==> src/rtl/mult_share_arbiter.sv <==
// Purpose: round-robin sharing of one pipelined signed 18x18 multiplier among NUM_REQ requesters.
// Latency: req_ready/mul_start one cycle after a request is seen idle; resp_valid two cycles after mul_busy falls.
// Backpressure: one operation in flight; other requesters are held off (never dropped) while they keep req_valid high.
module mult_share_arbiter #(
  parameter int NUM_REQ   = 4,
  parameter int BUSY_WAIT = 4
) (
  input  logic                    clk,
  input  logic                    reset,
  input  logic [NUM_REQ-1:0]      req_valid,
  input  logic [18*NUM_REQ-1:0]   req_a,
  input  logic [18*NUM_REQ-1:0]   req_b,
  output logic [NUM_REQ-1:0]      req_ready,
  output logic [NUM_REQ-1:0]      resp_valid,
  output logic [35:0]             resp_p,
  output logic [17:0]             mul_a,
  output logic [17:0]             mul_b,
  output logic                    mul_start,
  input  logic                    mul_busy,
  input  logic [35:0]             mul_p,
  output logic                    err
);

  localparam int PW = (NUM_REQ > 1) ? $clog2(NUM_REQ) : 1;
  localparam int CW = $clog2(BUSY_WAIT + 1);

  typedef enum logic [2:0] {
    DRAIN     = 3'd0,
    IDLE      = 3'd1,
    WAIT_BUSY = 3'd2,
    WAIT_DONE = 3'd3,
    RESP      = 3'd4
  } state_t;

  state_t               state_q;
  logic [PW-1:0]        rr_ptr_q;
  logic [PW-1:0]        owner_q;
  logic [CW-1:0]        cnt_q;
  logic [NUM_REQ-1:0]   req_ready_q;
  logic [NUM_REQ-1:0]   resp_valid_q;
  logic [35:0]          resp_p_q;
  logic [17:0]          mul_a_q;
  logic [17:0]          mul_b_q;
  logic                 mul_start_q;
  logic                 err_q;

  logic [17:0]          a_arr [NUM_REQ];
  logic [17:0]          b_arr [NUM_REQ];
  logic                 grant_vld_d;
  logic [PW-1:0]        grant_idx_d;
  logic [PW-1:0]        rr_d;
  logic                 hi_found;
  logic                 lo_found;
  logic [PW-1:0]        hi_idx;
  logic [PW-1:0]        lo_idx;

  // Unpack the per-requester operand slices.
  always_comb begin
    for (int i = 0; i < NUM_REQ; i++) begin
      a_arr[i] = req_a[i*18 +: 18];
      b_arr[i] = req_b[i*18 +: 18];
    end
  end

  // Round-robin pick: lowest valid index at or above rr_ptr, else lowest valid index below it (wrap).
  always_comb begin
    hi_found = 1'b0;
    lo_found = 1'b0;
    hi_idx   = '0;
    lo_idx   = '0;
    // Scan downward so the last hit in each half is its lowest index.
    for (int i = NUM_REQ - 1; i >= 0; i--) begin
      if (req_valid[i]) begin
        if (i >= int'(rr_ptr_q)) begin
          hi_found = 1'b1;
          hi_idx   = PW'(i);
        end else begin
          lo_found = 1'b1;
          lo_idx   = PW'(i);
        end
      end
    end
    grant_vld_d = hi_found | lo_found;
    grant_idx_d = hi_found ? hi_idx : lo_idx;
    if (grant_idx_d == PW'(NUM_REQ - 1)) begin
      rr_d = '0;
    end else begin
      rr_d = grant_idx_d + PW'(1);
    end
  end

  // Control FSM with registered outputs; pulse outputs default low every cycle.
  always_ff @(posedge clk or posedge reset) begin
    if (reset) begin
      state_q      <= DRAIN;
      rr_ptr_q     <= '0;
      owner_q      <= '0;
      cnt_q        <= '0;
      req_ready_q  <= '0;
      resp_valid_q <= '0;
      resp_p_q     <= '0;
      mul_a_q      <= '0;
      mul_b_q      <= '0;
      mul_start_q  <= 1'b0;
      err_q        <= 1'b0;
    end else begin
      req_ready_q  <= '0;
      resp_valid_q <= '0;
      mul_start_q  <= 1'b0;
      case (state_q)
        // A result still in the multiplier after reset belongs to nobody; let it drain out.
        DRAIN: begin
          if (!mul_busy) state_q <= IDLE;
        end
        IDLE: begin
          if (grant_vld_d) begin
            owner_q     <= grant_idx_d;
            rr_ptr_q    <= rr_d;
            mul_a_q     <= a_arr[grant_idx_d];
            mul_b_q     <= b_arr[grant_idx_d];
            req_ready_q <= NUM_REQ'(1) << grant_idx_d;
            mul_start_q <= 1'b1;
            cnt_q       <= CW'(1);
            state_q     <= WAIT_BUSY;
          end
        end
        // The start cycle counts as 1; a multiplier that never raises busy is flagged but still answered.
        WAIT_BUSY: begin
          if (mul_busy) begin
            state_q <= WAIT_DONE;
          end else if (cnt_q >= CW'(BUSY_WAIT)) begin
            err_q    <= 1'b1;
            resp_p_q <= mul_p;
            state_q  <= RESP;
          end else begin
            cnt_q <= cnt_q + CW'(1);
          end
        end
        WAIT_DONE: begin
          if (!mul_busy) begin
            resp_p_q <= mul_p;
            state_q  <= RESP;
          end
        end
        // resp_valid lands in the IDLE entry cycle, so it can never coincide with a req_ready pulse.
        RESP: begin
          resp_valid_q <= NUM_REQ'(1) << owner_q;
          state_q      <= IDLE;
        end
        default: state_q <= DRAIN;
      endcase
    end
  end

  assign req_ready  = req_ready_q;
  assign resp_valid = resp_valid_q;
  assign resp_p     = resp_p_q;
  assign mul_a      = mul_a_q;
  assign mul_b      = mul_b_q;
  assign mul_start  = mul_start_q;
  assign err        = err_q;

endmodule

==> config.mk <==
export PLATFORM = sky130hd
export DESIGN_NAME = mult_share_arbiter
export DESIGN_NICKNAME = d
export VERILOG_FILES = /design/src/rtl/mult_share_arbiter.sv
export SDC_FILE = /design/constraint.sdc
export NUM_CORES = 1
export LEC_CHECK = 0
export CAP_MARGIN = 20
export CORE_MARGIN = 3
export CORE_UTILIZATION = 30
export DETAILED_ROUTE_END_ITERATION = 7
export PLACE_DENSITY_LB_ADDON = 0.12
export SYNTH_ARGS = -nofsm -noshare
export SYNTH_HDL_FRONTEND = slang
export SYNTH_SLANG_ARGS = --single-unit
export TNS_END_PERCENT = 5
==> constraint.sdc <==
create_clock -name clk -period 3.2 [get_ports clk]
set_clock_uncertainty 0.1 [all_clocks]
set_input_delay 0.48 -clock clk [delete_from_list [all_inputs] [get_ports clk]]
set_output_delay 0.48 -clock clk [all_outputs]
set_load 0.02 [all_outputs]
==> impl_metrics.sql, run 1 <==
INSERT INTO impl_metrics (metric_group, metric, value, unit) VALUES
('status', 'run_status', 'complete, no violations', ''),
('logic_synthesis', 'synth-seq-cells', '92', ''),
('floorplan', 'die_h', '129', 'um'),
('setup_path', 'critical_path_capture_point_type', 'register', ''),
('setup_path', 'critPathLaunchType', 'input pin', ''),
('min_path', 'timing.hold.worst.class', 'reg -> reg', ''),
('sta', 'finalMaxSlewViolations', '0', ''),
('route', 'post-route-drc-count', '0', ''),
('sta', 'max_slew.worst_pin.slew', '0.507', 'ns'),
('sta', 'unrepaired_setup_endpoints_after_global_routing', 'no', ''),
('floorplan', 'floorplan.core_area', '0.0146', 'mm2'),
('setup_path', 'crit_fanout', '27', ''),
('setup_path', 'regToRegEndpoint', 'mul_a[16]$_DFFE_PP0P_', ''),
('place', 'gp_congestion', '0.741', ''),
('final_layout', 'flip_flop_and_latch_area', '0.00230', 'mm2'),
('logic_synthesis', 'yosys_warnings', '0', ''),
('floorplan', 'die-area', '0.0166', 'mm2'),
('sta', 'max_clock_freq', '427', 'MHz'),
('route', 'wl_per_cell', '16.8', 'um'),
('setup_path', 'reg_to_reg_start', 'rr_ptr_q[1]$_DFFE_PP0P_', ''),
('final_layout', 'finish.net_count', '817', ''),
('floorplan', 'placementRows', '44', ''),
('global_route', 'via_count_of_the_first_global_routing_pass', '4085', ''),
('global_route', 'grt_start_max_net_pins', '41', ''),
('clocking', 'cts_setup_buffers', '0', ''),
('place', 'hpwl', '10800', 'um'),
('min_path', 'min_path_cells', '1', ''),
('logic_synthesis', 'syn_nets', '554', ''),
('final_layout', 'drive_gt1_share', '13.6', '%'),
('clocking', 'h-tree-depth', '3', ''),
('sta', 'fin_hold_ws', '0.380', 'ns'),
('setup_path', 'cp_slowest_stage_delay', '0.57', 'ns'),
('power_and_ir_drop', 'comb_power_share', '53.2', '%'),
('power_and_ir_drop', 'p_leak', '3.25', 'nW'),
('logic_synthesis', 'async_flop_share', '100', '%'),
('sta', 'finalHoldViolations', '0', ''),
('power_and_ir_drop', 'pwr_density_cell', '871', 'mW/mm2'),
('setup_path', 'crit_slowest_cell', 'sky130_fd_sc_hd__or4_4', ''),
('global_route', 'grt_pass1_wl', '20900', 'um'),
('floorplan', 'io-pin-count', '269', ''),
('sta', 'max_slew_margin', '66.2', '%'),
('setup_path', 'rrSetupSlack', '1.23', 'ns'),
('power_and_ir_drop', 'post-layout-total-power', '6.71', 'mW'),
('power_and_ir_drop', 'irDropWorstVdd', '0.559', 'mV'),
('logic_synthesis', 'synth_top_flop_cell', 'sky130_fd_sc_hd__dfrtp_1', ''),
('setup_path', 'timing.critical_path.arrival', '2.45', 'ns'),
('clocking', 'cts_tree', 'yes', ''),
('final_layout', 'area_growth_syn_to_layout', '70.5', '%'),
('power_and_ir_drop', 'power_frac_clock', '16.7', '%'),
('setup_path', 'buffers_plus_inverters_on_the_worst_setup_path', '3', ''),
('sta', 'totalNegativeSetupSlack', '0', 'ns'),
('route', 'number_of_detailed_routing_iterations_run_before_antenna_repair', '4', ''),
('place', 'placement.io_buffers', '268', ''),
('power_and_ir_drop', 'swShare', '37.6', '%'),
('final_layout', 'multi_input_area', '0.00201', 'mm2'),
('clocking', 'cts_hold_buf', '0', ''),
('logic_synthesis', 'ys_seq_area_share', '51.0', '%'),
('final_layout', 'filler_cell_count', '1281', ''),
('power_and_ir_drop', 'p_seq_share', '30.1', '%'),
('sta', 'min_period', '2.34', 'ns'),
('sta', 'finalSetupViolations', '0', ''),
('clocking', 'clockRootBuffer', 'sky130_fd_sc_hd__clkbuf_16', ''),
('power_and_ir_drop', 'p_switching', '2.52', 'mW'),
('route', 'drt-total-wl', '13700', 'um'),
('route', 'drtIter0Drc', '84', ''),
('global_route', 'grt_antenna_before_repair', '0', ''),
('logic_synthesis', 'yosys-top-cells-area', 'sky130_fd_sc_hd__dfrtp_1 51%, sky130_fd_sc_hd__mux2i_1 16%, sky130_fd_sc_hd__mux2_2 9.0%', ''),
('run', 'cap_viol_max_count', '0', ''),
('setup_path', 'critical_path.cell_chain', 'clkdlybuf4s50_1, or4_4, nand3b_2, or2_2, inv_4, nand2_2, buf_12, o221ai_1', ''),
('clocking', 'tritoncts.num_buffers', '9', ''),
('logic_synthesis', 'postSynthAreaPerCell', '12.4', 'um2');
[how the worst max path moves through the flow]
stage                 start              endpoint  slack, ns  cells after the start
2_1_floorplan         reset  cnt_q[0]$_DFFE_PP0P_       0.23                      1
3_3_place_gp   req_valid[1]  mul_b[0]$_DFFE_PP0P_       0.52                      8
3_5_place_dp   req_valid[1]  mul_b[0]$_DFFE_PP0P_       0.49                      8
4_1_cts        req_valid[1]  mul_b[0]$_DFFE_PP0P_       0.86                      8
5_1_grt        req_valid[1]  mul_b[0]$_DFFE_PP0P_       0.75                      8
6_report       req_valid[1]  mul_b[0]$_DFFE_PP0P_       0.86                      8
[synthesized netlist by cell type (2+ instances only)]
cell type,number
sky130_fd_sc_hd__inv_1,8
sky130_fd_sc_hd__buf_4,6
sky130_fd_sc_hd__nor2_1,9
sky130_fd_sc_hd__o221ai_2,12
sky130_fd_sc_hd__a21oi_1,6
sky130_fd_sc_hd__nand2_1,44
sky130_fd_sc_hd__mux2_2,36
sky130_fd_sc_hd__o22ai_1,2
sky130_fd_sc_hd__buf_6,4
sky130_fd_sc_hd__o221ai_1,24
sky130_fd_sc_hd__o21ai_0,4
sky130_fd_sc_hd__nor3b_1,2
sky130_fd_sc_hd__dfrtp_1,92
sky130_fd_sc_hd__buf_2,11
sky130_fd_sc_hd__and2_1,2
sky130_fd_sc_hd__clkbuf_1,5
sky130_fd_sc_hd__a31o_2,2
sky130_fd_sc_hd__nand2b_1,3
sky130_fd_sc_hd__mux2i_1,73
sky130_fd_sc_hd__nand3_1,2
sky130_fd_sc_hd__ha_1,3
[power groups by stage]
stage	registers (mW)	logic (mW)	clock network, mW
global placement	2.02	3.58	0
detailed placement	2.03	3.64	0
CTS	2.03	3.64	1.16
finish	2.02	3.57	1.12
global route	2.09	3.83	1.21
floorplan	2.58	1.52	0
[layout by cell type, fill, tap and decap left out, types with 3 or more instances in the layout]
cell                              instances
sky130_fd_sc_hd__dfrtp_1                 92
sky130_fd_sc_hd__o21ai_0                  4
sky130_fd_sc_hd__inv_1                    7
sky130_fd_sc_hd__nor2_1                   9
sky130_fd_sc_hd__buf_4                    8
sky130_fd_sc_hd__nand2b_1                 3
sky130_fd_sc_hd__mux2_2                  36
sky130_fd_sc_hd__clkbuf_16                9
sky130_fd_sc_hd__clkdlybuf4s50_1        268
sky130_fd_sc_hd__o221ai_2                12
sky130_fd_sc_hd__nand2_1                 44
sky130_fd_sc_hd__buf_12                   3
sky130_fd_sc_hd__ha_1                     3
sky130_fd_sc_hd__mux2i_1                 73
sky130_fd_sc_hd__o221ai_1                24
sky130_fd_sc_hd__a21oi_1                  6
[final cells by class]
cell class                 instances  area share, %
timing repair buffer             279           36.4
clock inverter                     5          0.861
tap                              184           2.99
sequential                        92           29.9
clock buffer                      11           3.28
multi-input combinational        236           26.1
inverter                           9          0.504
[state kept, by name, summed over array words and instances, names as in the netlist, 2 cells and up]
| name | flops |
|---|---|
| resp_p | 36 |
| rr_ptr_q | 2 |
| owner_q | 2 |
| req_ready | 4 |
| cnt_q | 3 |
| state_q | 3 |
| mul_a | 18 |
| resp_valid | 4 |
| mul_b | 18 |
[kinds of logic after synthesis]
| family | count (synthesis) | share of synthesized area [%] |
|---|---|---|
| AOI/OAI and AO/OA | 54 | 11.1 |
| adders and majority gates | 3 | 0.831 |
| buffers and inverters | 36 | 4.88 |
| DFF | 92 | 51.0 |
| muxes | 109 | 25.2 |
| and+or+nand+nor | 70 | 7.06 |
[layer usage]
layer	routed length (um)	up-vias	GRT usage (%)
li1	-	1861	-
met1	5060	1892	17.6
met2	7350	144	29.6
met3	989	17	5.60
met4	295	0	4.63
met5	0	-	0
[metrics by stage]
| step | instances | instance area (um2) | worst slack (ns) |
|---|---|---|---|
| after floorplan | 364 | 4520 | 0.228 |
| after global placement | 800 | 7380 | 0.517 |
| after detailed placement | 800 | 7380 | 0.486 |
| after CTS | 816 | 7700 | 0.860 |
| after global routing | 816 | 7700 | 0.749 |
| final | 816 | 7700 | 0.857 |
[worst reg2reg max path, cell delays in order, from the launching register on]
cell and delay, ns:
sky130_fd_sc_hd__dfrtp_1 0.44, sky130_fd_sc_hd__a21o_1 0.18, sky130_fd_sc_hd__a21oi_1 0.18, sky130_fd_sc_hd__o22a_4 0.20, sky130_fd_sc_hd__buf_4 0.30, sky130_fd_sc_hd__mux2i_1 0.29, sky130_fd_sc_hd__o221ai_1 0.15
No activity file was read; power rests on OpenSTA's default activity.
==> inputs of run 2 (changes only) <==
==> constraint.sdc (replaced) <==
create_clock -name clk -period 2.4 [get_ports clk]
set_clock_uncertainty 0.1 [all_clocks]
set_input_delay 0.36 -clock clk [delete_from_list [all_inputs] [get_ports clk]]
set_output_delay 0.36 -clock clk [all_outputs]
set_load 0.02 [all_outputs]
==> run 2 against run 1 <==
Net effect:
- wire length fell by 2.0%
- final cell count rose by 0.74%
- worst setup slack got worse by 0.52 ns
- worst hold slack got worse by 0.031 ns
- combinational power rose by 36%
- count of clock-buffer cells in the layout fell by 1
- largest cell class unchanged
- largest power group unchanged
==> impl_metrics.sql, run 2 (same netlist as run 1, synthesis figures left out) <==
INSERT INTO impl_metrics (metric_group, metric, value, unit) VALUES
('status', 'run_status', 'complete, no violations', ''),
('route', 'final_antenna_net_count', '0', ''),
('final_layout', 'layout_commonest_cell', 'sky130_fd_sc_hd__clkdlybuf4s50_1', ''),
('place', 'gp_congestion', '0.751', ''),
('setup_path', 'crit_slowest_cell', 'sky130_fd_sc_hd__or4_4', ''),
('sta', 'max_clock_freq', '486', 'MHz'),
('clocking', 'cts_sinks', '92', ''),
('sta', 'finalSetupViolations', '0', ''),
('setup_path', 'buffers_plus_inverters_on_the_worst_setup_path', '3', ''),
('setup_path', 'timing.critical_path.arrival', '2.16', 'ns'),
('route', 'drt-total-wl', '13400', 'um'),
('global_route', 'gr-usage-all-layers', '15.9', '%'),
('floorplan', 'floorplan.initialDensity', '30.8', '%'),
('setup_path', 'cp.required', '2.50', 'ns'),
('sta', 'min_period', '2.06', 'ns'),
('setup_path', 'critPathLaunchType', 'input pin', ''),
('clocking', 'insertion_delay', '0.34', 'ns'),
('sta', 'max_slew_margin', '57.4', '%'),
('clocking', 'clockRootBuffer', 'sky130_fd_sc_hd__clkbuf_16', ''),
('route', 'post-route-drc-count', '0', ''),
('sta', 'max_slew.worst_pin.slew', '0.638', 'ns'),
('global_route', 'grt_start_max_net_pins', '35', ''),
('run', 'cap_viol_max_count', '0', ''),
('setup_path', 'cp_slowest_stage_delay', '0.56', 'ns'),
('final_layout', 'drive_gt1_share', '14.3', '%'),
('clocking', 'h-tree-depth', '3', ''),
('sta', 'finalMaxSlewViolations', '0', ''),
('floorplan', 'floorplan.core_area', '0.0146', 'mm2'),
('route', 'vias', '3898', ''),
('global_route', 'overflow', '0', ''),
('power_and_ir_drop', 'p_leak', '3.28', 'nW'),
('setup_path', 'critical_path.cell_chain', 'clkdlybuf4s50_1, or4_4, nand3b_2, or2_2, inv_4, nand2b_2, buf_4, o221ai_1', ''),
('route', 'number_of_detailed_routing_iterations_run_before_antenna_repair', '4', ''),
('final_layout', 'final_cell_mix', '268 x sky130_fd_sc_hd__clkdlybuf4s50_1, 92 x sky130_fd_sc_hd__dfrtp_1, 73 x sky130_fd_sc_hd__mux2i_1', ''),
('sta', 'totalNegativeSetupSlack', '0', 'ns'),
('global_route', 'via_count_of_the_first_global_routing_pass', '4026', ''),
('final_layout', 'largest_register_ffs', '36', ''),
('sta', 'finalHoldViolations', '0', ''),
('place', 'hpwl', '10600', 'um'),
('power_and_ir_drop', 'irDropWorstVdd', '0.590', 'mV'),
('min_path', 'timing.hold.worst.class', 'in -> async', ''),
('floorplan', 'placementRows', '44', ''),
('global_route', 'grt_antenna_before_repair', '0', ''),
('route', 'wl_per_cell', '16.3', 'um'),
('power_and_ir_drop', 'post-layout-total-power', '8.95', 'mW'),
('power_and_ir_drop', 'pwr_density_cell', '1150', 'mW/mm2'),
('clocking', 'cts_tree', 'yes', ''),
('route', 'via_count_normalized_by_instance_count', '4.74', ''),
('clocking', 'postCtsResizedCells', '0', ''),
('floorplan', 'die-area', '0.0166', 'mm2'),
('setup_path', 'critical_path_capture_point_type', 'register', ''),
('final_layout', 'antenna_cells_inserted', '0', ''),
('floorplan', 'io-pin-count', '269', ''),
('final_layout', 'finish.net_count', '824', ''),
('setup_path', 'cell_family_with_the_largest_share_of_critical_path_delay', 'simple AND/OR/NAND/NOR gates', ''),
('sta', 'share_of_the_cycle_needed_by_the_critical_path_after_routing', '85.8', '%'),
('clocking', 'cts.clk_slew.worst_paths', '0.07', 'ns'),
('setup_path', 'worstSetupPathType', 'in -> reg', ''),
('clocking', 'tritoncts.num_buffers', '9', ''),
('clocking', 'max-clock-path-buffers', '2', ''),
('clocking', 'cts_hold_buf', '0', ''),
('route', 'drtIter0Drc', '84', ''),
('clocking', 'cts_setup_buffers', '0', ''),
('setup_path', 'crit_fanout', '12', ''),
('final_layout', 'area_growth_syn_to_layout', '72.8', '%'),
('sta', 'unrepaired_setup_endpoints_after_global_routing', 'no', ''),
('floorplan', 'floorplan.die.width', '129', 'um'),
('floorplan', 'die_h', '129', 'um'),
('global_route', 'grt_pass1_wl', '20600', 'um'),
('place', 'placement.io_buffers', '268', '');
run 2: layout make-up:
cell class / instances / area [um2]
multi-input cells: 236 / 2010
repair buffers: 286 / 2930
clock buffers: 10 / 229
clock inverters: 5 / 62.6
inverters: 9 / 40.0
flip-flops and latches: 92 / 2300
fillers: 1270 / 6840
well taps: 184 / 230
run 2: final timing paths:
kind	startpoint	to	slack (ns)	depth (start not counted)
setup / recovery	req_valid[1]	mul_b[5]$_DFFE_PP0P_	0.34	8
hold / removal	reset	resp_p[27]$_DFFE_PP0P_	0.35	2
setup reg to reg	rr_ptr_q[1]$_DFFE_PP0P_	mul_b[3]$_DFFE_PP0P_	0.44	6
hold reg to reg	err$_DFFE_PP0P_	err$_DFFE_PP0P_	0.38	1
max in group asynchronous	reset	mul_a[9]$_DFFE_PP0P_	1.25	3
min in group clk	err$_DFFE_PP0P_	err$_DFFE_PP0P_	0.38	1
run 2: per-stage QoR:
stage	setup WS (ns)	area (um2)	hold WS, ns	utilization [%]	instances
2_1_floorplan	0.498	4520	0.348	-	364
3_3_place_gp	0.0230	7510	0.368	51.3	807
3_5_place_dp	-0.0416	7510	0.371	51.3	807
4_1_cts	0.329	7800	0.349	53.3	822
5_1_grt	0.236	7800	0.395	53.3	822
6_report	0.342	7800	0.349	53.3	822
run 2: report_power, final:
| group | switching, mW | leakage [nW] | internal [mW] |
|---|---|---|---|
| Clock | 0.598 | 0.135 | 0.807 |
| Sequential | 0.413 | 1.14 | 2.27 |
| Combinational | 2.32 | 2.01 | 2.54 |
| Total | 3.34 | 3.28 | 5.62 |
run 2: metal layers:
metal | GRT usage [%] | vias up | wire, um
met2 | 28.0 | 141 | 6980
met1 | 18.1 | 1866 | 5160
met5 | 0 | - | 0
met3 | 3.99 | 19 | 916
li1 | - | 1872 | -
met4 | 7.16 | 0 | 349
run 2: worst reg2reg max path: stages, from the launching register on:
cell,delay (ns)
sky130_fd_sc_hd__dfrtp_1,0.44
sky130_fd_sc_hd__a21o_1,0.18
sky130_fd_sc_hd__a21oi_1,0.18
sky130_fd_sc_hd__o22a_4,0.25
sky130_fd_sc_hd__buf_12,0.21
sky130_fd_sc_hd__mux2i_1,0.30
sky130_fd_sc_hd__o221ai_1,0.16
==> inputs of run 3 (changes only) <==
--- a/config.mk
+++ b/config.mk
@@ -7,7 +7,7 @@
 export LEC_CHECK = 0
 export CAP_MARGIN = 20
 export CORE_MARGIN = 3
-export CORE_UTILIZATION = 30
+export CORE_UTILIZATION = 38
 export DETAILED_ROUTE_END_ITERATION = 7
 export PLACE_DENSITY_LB_ADDON = 0.12
 export SYNTH_ARGS = -nofsm -noshare
==> run 3 against run 2 <==
Net effect:
- utilization grew 14 points
- non-clock buffer count grew 2
- clock power grew 8%
- critical path depth is the same
- worst setup slack lost 0.035 ns
- wire length grew 1.2%
- sequential cell count is the same
- combinational power is essentially flat
- global-route usage grew 4.7 points
- critical path type unchanged
- critical endpoint is now mul_a[0]$_DFFE_PP0P_
==> impl_metrics.sql, run 3 (same netlist as run 1, synthesis figures left out) <==
INSERT INTO impl_metrics (metric_group, metric, value, unit) VALUES
('status', 'run_status', 'complete, no violations', ''),
('setup_path', 'critical_path_capture_point_type', 'register', ''),
('setup_path', 'regToRegEndpoint', 'mul_a[17]$_DFFE_PP0P_', ''),
('final_layout', 'final_cell_mix', '268 x sky130_fd_sc_hd__clkdlybuf4s50_1, 92 x sky130_fd_sc_hd__dfrtp_1, 73 x sky130_fd_sc_hd__mux2i_1', ''),
('route', 'wl_per_cell', '17.3', 'um'),
('floorplan', 'die-area', '0.0132', 'mm2'),
('clocking', 'cts_setup_buffers', '0', ''),
('sta', 'min_period', '2.09', 'ns'),
('floorplan', 'placementRows', '39', ''),
('clocking', 'cts_sinks', '92', ''),
('setup_path', 'reg_to_reg_start', 'rr_ptr_q[1]$_DFFE_PP0P_', ''),
('clocking', 'cts_tree', 'yes', ''),
('global_route', 'grt_antenna_before_repair', '0', ''),
('route', 'final_antenna_net_count', '0', ''),
('final_layout', 'largest_register_ffs', '36', ''),
('floorplan', 'floorplan.core_area', '0.0115', 'mm2'),
('sta', 'max_slew.worst_pin.slew', '0.607', 'ns'),
('sta', 'finalMaxSlewViolations', '0', ''),
('sta', 'postLayoutSetupSlackWorst', '0.307', 'ns'),
('final_layout', 'layout_commonest_cell', 'sky130_fd_sc_hd__clkdlybuf4s50_1', ''),
('final_layout', 'antenna_cells_inserted', '0', ''),
('clocking', 'clockRootBuffer', 'sky130_fd_sc_hd__clkbuf_16', ''),
('power_and_ir_drop', 'irDropWorstVdd', '0.893', 'mV'),
('clocking', 'h-tree-depth', '3', ''),
('power_and_ir_drop', 'p_leak', '3.30', 'nW'),
('final_layout', 'drive_gt1_share', '14.7', '%'),
('min_path', 'timing.hold.worst.class', 'in -> async', ''),
('sta', 'finalHoldViolations', '0', ''),
('sta', 'max_clock_freq', '478', 'MHz'),
('clocking', 'cts.clk_slew.worst_paths', '0.06', 'ns'),
('setup_path', 'rr_worst_depth', '6', ''),
('sta', 'max_slew_margin', '59.4', '%'),
('final_layout', 'finish.net_count', '826', ''),
('floorplan', 'floorplan.die.width', '115', 'um'),
('floorplan', 'floorplan.initialDensity', '39.2', '%'),
('setup_path', 'worstSetupStartpoint', 'req_valid[0]', ''),
('power_and_ir_drop', 'pwr_density_cell', '1170', 'mW/mm2'),
('setup_path', 'timing.critical_path.arrival', '2.20', 'ns'),
('floorplan', 'io-pin-count', '269', ''),
('route', 'via_count_normalized_by_instance_count', '5.02', ''),
('global_route', 'gr-usage-all-layers', '20.6', '%'),
('route', 'number_of_detailed_routing_iterations_run_before_antenna_repair', '4', ''),
('sta', 'share_of_the_cycle_needed_by_the_critical_path_after_routing', '87.2', '%'),
('final_layout', 'final_core_utilization', '67.5', '%'),
('run', 'cap_viol_max_count', '0', ''),
('clocking', 'max-clock-path-buffers', '2', ''),
('route', 'drt-total-wl', '13600', 'um'),
('global_route', 'grt_start_max_net_pins', '41', ''),
('floorplan', 'die_h', '115', 'um'),
('place', 'hpwl', '10800', 'um'),
('place', 'dp_worst_setup_slack', '-0.0411', 'ns'),
('setup_path', 'worstSetupPathType', 'in -> reg', ''),
('final_layout', 'area_growth_syn_to_layout', '72.1', '%'),
('sta', 'unrepaired_setup_endpoints_after_global_routing', 'no', ''),
('setup_path', 'crit_fanout', '22', ''),
('route', 'vias', '3939', ''),
('clocking', 'tritoncts.num_buffers', '9', ''),
('clocking', 'cts_hold_buf', '0', ''),
('setup_path', 'rrSetupSlack', '0.50', 'ns'),
('place', 'numPlacedInstances', '768', ''),
('route', 'post-route-drc-count', '0', ''),
('sta', 'finalSetupViolations', '0', ''),
('clocking', 'insertion_delay', '0.34', 'ns'),
('global_route', 'grt_pass1_wl', '21100', 'um'),
('global_route', 'overflow', '0', ''),
('setup_path', 'critPathLaunchType', 'input pin', ''),
('setup_path', 'cp.required', '2.50', 'ns'),
('clocking', 'postCtsResizedCells', '0', ''),
('place', 'gp_congestion', '0.749', ''),
('final_layout', 'instances_no_fill', '784', ''),
('route', 'drtIter0Drc', '176', ''),
('global_route', 'via_count_of_the_first_global_routing_pass', '4113', ''),
('place', 'placement.io_buffers', '268', ''),
('power_and_ir_drop', 'post-layout-total-power', '9.09', 'mW'),
('sta', 'totalNegativeSetupSlack', '0', 'ns');
==> run 3: cell types whose count changed in the layout (fill, tap and decap cells not counted) <==
cell | before | now
sky130_fd_sc_hd__or2_2 | 1 | 0
sky130_fd_sc_hd__buf_4 | 9 | 13
sky130_fd_sc_hd__clkinv_2 | 0 | 1
sky130_fd_sc_hd__bufinv_16 | 1 | 2
sky130_fd_sc_hd__clkinvlp_4 | 3 | 2
sky130_fd_sc_hd__clkinv_4 | 1 | 2
sky130_fd_sc_hd__or2_1 | 0 | 1
sky130_fd_sc_hd__clkbuf_1 | 1 | 0
sky130_fd_sc_hd__buf_12 | 9 | 7
==> run 3: worst max-delay path by stage <==
| stage | endpoint | slack [ns] | cells after the start |
|---|---|---|---|
| finish | mul_a[0]$_DFFE_PP0P_ | 0.31 | 8 |
| global route | mul_a[0]$_DFFE_PP0P_ | 0.21 | 8 |
| CTS | mul_a[0]$_DFFE_PP0P_ | 0.32 | 8 |
| detailed placement | mul_a[0]$_DFFE_PP0P_ | -0.04 | 8 |
| global placement | mul_a[9]$_DFFE_PP0P_ | 0.02 | 8 |
| floorplan | mul_a[17]$_DFFE_PP0P_ | 0.50 | 9 |
==> run 3: layout make-up <==
class / instances / area [um2]
Clock buffer: 9 / 225
Clock inverter: 7 / 98.8
Fill cell: 907 / 3740
Inverter: 9 / 40.0
Multi-Input combinational cell: 236 / 2010
Sequential cell: 92 / 2300
Tap cell: 143 / 179
Timing Repair Buffer: 288 / 2920
==> run 3: per-layer routing <==
metal  routed length (um)  global-route usage (%)  vias to the layer above
met1                 4770                    21.8                     1910
met4                  207                    5.16                        0
met3                 1210                    8.84                       15
met5                    0                       0                        -
met2                 7390                    37.6                      151
li1                     -                       -                     1863
==> run 3: critical path, cell delays in order <==
cell and delay, ns:
sky130_fd_sc_hd__clkdlybuf4s50_1 0.47, sky130_fd_sc_hd__or4_4 0.54, sky130_fd_sc_hd__nand3b_2 0.09, sky130_fd_sc_hd__or2_1 0.20
sky130_fd_sc_hd__inv_4 0.07, sky130_fd_sc_hd__nand2b_2 0.11, sky130_fd_sc_hd__buf_12 0.19, sky130_fd_sc_hd__o221ai_1 0.16
==> run 3: power by group <==
group	leakage, nW	switching [mW]	internal (mW)
clock network	0.156	0.600	0.917
logic	2.01	2.35	2.53
registers	1.14	0.424	2.27
total	3.30	3.37	5.72
==> run 3: through the flow <==
step	hold slack, ns	instance area [um2]
CTS	0.361	7770
finish	0.343	7770
global route	0.389	7770
detailed placement	0.378	7450
global placement	0.360	7450
floorplan	0.348	4520
